### src/rtl/seven_seg_scan_driver.sv
// Time-multiplexed 7-segment driver: double-buffered hex word, programmable
// dwell, full hex decode, leading-zero blanking and pin polarity select.
module seven_seg_scan_driver #(
    parameter int NUM_DIGITS  = 4,
    parameter int REFRESH_DIV = 1000,
    parameter bit ACTIVE_LOW  = 1'b0
) (
    input  logic                    clk,
    input  logic                    rst,
    input  logic [4*NUM_DIGITS-1:0] value_in,
    input  logic [NUM_DIGITS-1:0]   dp_in,
    input  logic                    load,
    input  logic                    lz_en,
    output logic [6:0]              seg_out,
    output logic                    dp_out,
    output logic [NUM_DIGITS-1:0]   an_out,
    output logic                    pending
);

    localparam int IDXW = (NUM_DIGITS > 1) ? $clog2(NUM_DIGITS) : 1;
    localparam int PSW  = (REFRESH_DIV > 1) ? $clog2(REFRESH_DIV) : 1;

    localparam logic [IDXW-1:0]       IDX_LAST = IDXW'(NUM_DIGITS - 1);
    localparam logic [PSW-1:0]        PS_LAST  = PSW'(REFRESH_DIV - 1);
    localparam logic [6:0]            SEG_POL  = {7{ACTIVE_LOW}};
    localparam logic [NUM_DIGITS-1:0] AN_POL   = {NUM_DIGITS{ACTIVE_LOW}};

    logic [4*NUM_DIGITS-1:0] shadow_value;
    logic [NUM_DIGITS-1:0]   shadow_dp;
    logic                    shadow_lz;
    logic [4*NUM_DIGITS-1:0] disp_value;
    logic [NUM_DIGITS-1:0]   disp_dp;
    logic                    disp_lz;
    logic [PSW-1:0]          prescaler;
    logic [IDXW-1:0]         digit_idx;

    logic                    wrap;
    logic                    frame_end;
    logic [NUM_DIGITS-1:0]   blank_vec;
    logic [NUM_DIGITS-1:0]   an_next;
    logic [3:0]              sel_nib;
    logic                    sel_dp;
    logic                    sel_blank;
    logic                    zero_run;
    logic [6:0]              seg_next;

    function automatic logic [6:0] hex_to_seg(input logic [3:0] h);
        logic [6:0] s;
        case (h)
            4'h0:    s = 7'h7E;
            4'h1:    s = 7'h30;
            4'h2:    s = 7'h6D;
            4'h3:    s = 7'h79;
            4'h4:    s = 7'h33;
            4'h5:    s = 7'h5B;
            4'h6:    s = 7'h5F;
            4'h7:    s = 7'h70;
            4'h8:    s = 7'h7F;
            4'h9:    s = 7'h7B;
            4'hA:    s = 7'h77;
            4'hB:    s = 7'h1F;
            4'hC:    s = 7'h4E;
            4'hD:    s = 7'h3D;
            4'hE:    s = 7'h4F;
            default: s = 7'h47;
        endcase
        return s;
    endfunction

    assign wrap      = (prescaler == PS_LAST);
    assign frame_end = wrap && (digit_idx == IDX_LAST);

    // A digit is blanked only if it and every more significant digit are zero.
    always_comb begin
        zero_run  = 1'b1;
        blank_vec = '0;
        an_next   = '0;
        sel_nib   = '0;
        sel_dp    = 1'b0;
        sel_blank = 1'b0;
        for (int i = NUM_DIGITS - 1; i >= 0; i--) begin
            zero_run     = zero_run && (disp_value[4*i +: 4] == 4'h0);
            blank_vec[i] = disp_lz && zero_run && (i != 0);
        end
        for (int i = 0; i < NUM_DIGITS; i++) begin
            if (digit_idx == IDXW'(i)) begin
                an_next[i] = 1'b1;
                sel_nib    = disp_value[4*i +: 4];
                sel_dp     = disp_dp[i];
                sel_blank  = blank_vec[i];
            end
        end
        seg_next = sel_blank ? 7'h00 : hex_to_seg(sel_nib);
    end

    always_ff @(posedge clk or posedge rst) begin
        if (rst) begin
            shadow_value <= '0;
            shadow_dp    <= '0;
            shadow_lz    <= 1'b0;
            disp_value   <= '0;
            disp_dp      <= '0;
            disp_lz      <= 1'b0;
            prescaler    <= '0;
            digit_idx    <= '0;
            pending      <= 1'b0;
            seg_out      <= SEG_POL;
            dp_out       <= ACTIVE_LOW;
            an_out       <= AN_POL;
        end else begin
            prescaler <= wrap ? '0 : prescaler + 1'b1;
            if (wrap) begin
                digit_idx <= (digit_idx == IDX_LAST) ? '0 : digit_idx + 1'b1;
            end
            if (load) begin
                shadow_value <= value_in;
                shadow_dp    <= dp_in;
                shadow_lz    <= lz_en;
            end
            // Display only changes on a frame boundary so a frame never mixes words.
            if (load && frame_end) begin
                disp_value <= value_in;
                disp_dp    <= dp_in;
                disp_lz    <= lz_en;
                pending    <= 1'b0;
            end else if (load) begin
                pending <= 1'b1;
            end else if (frame_end) begin
                if (pending) begin
                    disp_value <= shadow_value;
                    disp_dp    <= shadow_dp;
                    disp_lz    <= shadow_lz;
                end
                pending <= 1'b0;
            end
            seg_out <= seg_next ^ SEG_POL;
            dp_out  <= sel_dp ^ ACTIVE_LOW;
            an_out  <= an_next ^ AN_POL;
        end
    end

endmodule

### config.mk
export PLATFORM = sky130hd
export DESIGN_NAME = seven_seg_scan_driver
export DESIGN_NICKNAME = d
export VERILOG_FILES = /design/src/rtl/seven_seg_scan_driver.sv
export SDC_FILE = /design/constraint.sdc
export NUM_CORES = 1
export LEC_CHECK = 0
export CORE_MARGIN = 10
export CORE_UTILIZATION = 55
export CTS_CLUSTER_DIAMETER = 120
export DETAILED_ROUTE_END_ITERATION = 7
export GPL_ROUTABILITY_DRIVEN = 0
export PLACE_DENSITY = 0.79
export SETUP_SLACK_MARGIN = 0.4
export SLEW_MARGIN = 20
export SYNTH_ARGS = -nofsm -noshare
export SYNTH_HDL_FRONTEND = slang
export SYNTH_SLANG_ARGS = --single-unit
### constraint.sdc
create_clock -name clk -period 3 [get_ports clk]
set_input_delay 0.6 -clock clk [delete_from_list [all_inputs] [get_ports clk]]
set_output_delay 0.6 -clock clk [all_outputs]
set_load 0.01 [all_outputs]
==> results_dict.tcl <==
set metrics [dict create \
    diodes 0 \
    min_to "prescaler[0]$_DFF_PP0_" \
    crit-reg2reg-launch "digit_idx[1]$_DFFE_PP0N_" \
    overflow 0 \
    synth_compound_area_share_pct 11.15 \
    port_buffers 36 \
    cts_tree "built" \
    synth_top_family_by_area "simple AND/OR/NAND/NOR gates" \
    setup_viol 0 \
    finalPower_uw 1943 \
    worstPathRequired_ns 3.22 \
    design.core.area_sq_um 5507 \
    muxShareOfSynthArea_pct 11.47 \
    fin_crit_sh_pct 81.82 \
    die-area_sq_um 9084 \
    wl_per_cell_um 16.38 \
    cp-start-kind "register" \
    hold_violations 0 \
    row_count 27 \
    final_cell_mix "dfrtp_1 (67), clkdlybuf4s50_1 (36), nor2_1 (33)" \
    root_buffer "clkbuf_8" \
    syn_area_per_cell_sq_um 11.77 \
    crit_path_end_kind "register" \
    p_leak_uw 0.001653 \
    reg2regPathDepth 9 \
    track_usage_pct 14.94 \
    hold_path_depth 1 \
    cts_setup_buffers 0 \
    ys_types 50 \
    netlist_instances 265 \
    final_layout_size_suffix_gt1_share_pct 18.47 \
    ios 37 \
    peakVddDrop_mv 0.2691 \
    min_from "prescaler[0]$_DFF_PP0_" \
    ctsHoldBuffers 0 \
    synthArstFlopShare_pct 100.0 \
    finClkSkew_ns 0.006587 \
    timing.critical_path.buf_inv 1 \
    syn_nets 300 \
    vias_per_cell 5.601 \
    syn_to_final_growth_pct 21.22 \
    rsz0062_at_grt "no" \
    finalMaxSlewViolations 0 \
    grt_pass1_vias 2199 \
    final_common_cell "dfrtp_1" \
    cp_max_fo 10 \
    ctsResizeCount 0 \
    synth_seq_cells 67 \
    drv_cap 0 \
    die_x_um 95.31 \
    synth_edf_count 0 \
    yosysWarningCount 0 \
    hpwlAfterDp_mm 4.644 \
    clk_pin_slew_ns 0.07 \
    fp.dieH_um 95.31 \
    timing.setup.tns_ns 0 \
    start_util_pct 56.65 \
    postRouteAntennaNets 0 \
    cp_top_family "compound AO/OA/AOI/OAI gates" \
    slowest_stage "dfrtp_1" \
    worst_slew_pin_slew_ns 0.6066 \
    drt_wl_total_mm 6.322 \
    r2r_slack_ns 0.55 \
    hp-class "register to register" \
    fill_cells 413 \
    clock-sinks 67 \
    holdWs_ns 0.4662 \
    syn_area_sq_um 3119 \
    synthAdderAreaFrac_pct 4.412 \
    insertion_delay_ns 0.34 \
    nets 344 \
    synth_ff_type "dfrtp_1" \
    path_class "register to register" \
    cp.arrival_ns 2.68 \
    grt_antenna_before_repair 0 \
    grt_max_degree 39 \
    worstPathCellList "inv_1, ha_2, and2b_2, a221o_1, o221ai_2, ha_1, nand2_2, a21boi_1, o221a_1" \
    powerDensity_nw_per_um2 513.8 \
    cts-buffers-inserted 9 \
    max_freq_mhz 407.4 \
    synth_xor_area_share_pct 1.685 \
    status "finished clean" \
    post-route-min-period_ns 2.455 \
    drt_iter0_markers 78 \
    critPathMaxStageDelay_ns 0.41 \
    cts-htree-levels 3 \
    route.detailed.drc 0 \
    relSlewSlack_pct 59.50 \
    drtPass1Iterations 4 \
    yosys.area_share.simple_pct 14.12 \
    grt_pass1_wl_mm 10.52 \
    cts_max_path_buffers 2 \
    ys_seq_area_share_pct 53.75 \
    vias 2162 \
    reg2reg_to "seg_out[2]$_DFF_PP0_" \
]
report_power, final:
part | internal, uW | leakage, uW | switching [uW]
Sequential | 954 | 0.000802 | 25.2
Combinational | 101 | 0.000749 | 80.1
Clock | 452 | 0.000102 | 330
cell type report:
| cell class | count | area (sq um) | area share [%] |
|---|---|---|---|
| Clock buffer | 13 | 168.9 | 4.467 |
| Clock inverter | 3 | 45.04 | 1.191 |
| Inverter | 12 | 45.04 | 1.191 |
| Multi-Input combinational cell | 178 | 1345 | 35.57 |
| Sequential cell | 67 | 1677 | 44.34 |
| Tap cell | 72 | 90.09 | 2.383 |
| Timing Repair Buffer | 41 | 410.4 | 10.85 |
through the flow:
stage          instance area (sq um)  worst slack [ns]  utilization (%)  instances
2_1_floorplan                   3119            0.7168                -        265
3_3_place_gp                    3558            0.5478            64.62        370
3_5_place_dp                    3558            0.5009            64.62        370
4_1_cts                         3772            0.4550            68.51        386
5_1_grt                         3781            0.4045            68.67        386
6_report                        3781            0.5454            68.67        386
per-layer routing:
layer	GRT usage, %	wire length (um)	up-vias
met4	7.980	148	0
met2	23.75	2953	71
met3	4.556	458	14
li1	-	-	1034
met5	0	0	-
met1	17.84	2762	1043
Yosys cell counts, types with 5 or more instances:
library cell  instances  area, sq um
mux2_2               23        259.0
nand2_1              11        41.29
ha_1                 11        137.6
inv_1                12        45.04
a22oi_1               5        37.54
a21oi_1               9        45.04
o21ai_0               7        35.03
nor2_1               33        123.9
mux2_1                7        78.83
o22ai_1              14        87.58
nand3_1               7        35.03
dfrtp_1              67         1677
worst register-to-register path: cells and delay by family, from the launching register on:
family / cells / cell delay, ns
buf+inv: 1 / 0.11
fa+ha+maj: 2 / 0.61
compound gates: 4 / 0.88
simple gates: 2 / 0.35
flops: 1 / 0.41
worst max path at each step:
stage | endpoint | from | cells past startpoint
global placement | seg_out[2]$_DFF_PP0_ | digit_idx[1]$_DFFE_PP0N_ | 9
floorplan | an_out[0]$_DFF_PP0_ | rst | 1
detailed placement | seg_out[2]$_DFF_PP0_ | digit_idx[1]$_DFFE_PP0N_ | 9
CTS | seg_out[2]$_DFF_PP0_ | digit_idx[1]$_DFFE_PP0N_ | 9
global route | seg_out[3]$_DFF_PP0_ | digit_idx[1]$_DFFE_PP0N_ | 10
finish | seg_out[2]$_DFF_PP0_ | digit_idx[1]$_DFFE_PP0N_ | 9
sequential cells by signal (all words and copies together) (netlist names):
signal,flops
pending,1
prescaler,10
disp_dp,4
shadow_value,16
disp_value,16
seg_out,7
an_out,4
dp_out,1
shadow_dp,4
shadow_lz,1
digit_idx,2
disp_lz,1
cells by family after synthesis:
| group | count (synthesis) |
|---|---|
| XOR/XNOR | 6 |
| flip-flops | 67 |
| buffers and inverters | 20 |
| multiplexers | 32 |
| AO/OA/AOI/OAI | 48 |
| AND/OR/NAND/NOR | 81 |
| adder cells (fa/ha/maj) | 11 |
Power figures use the tool's default switching activity.
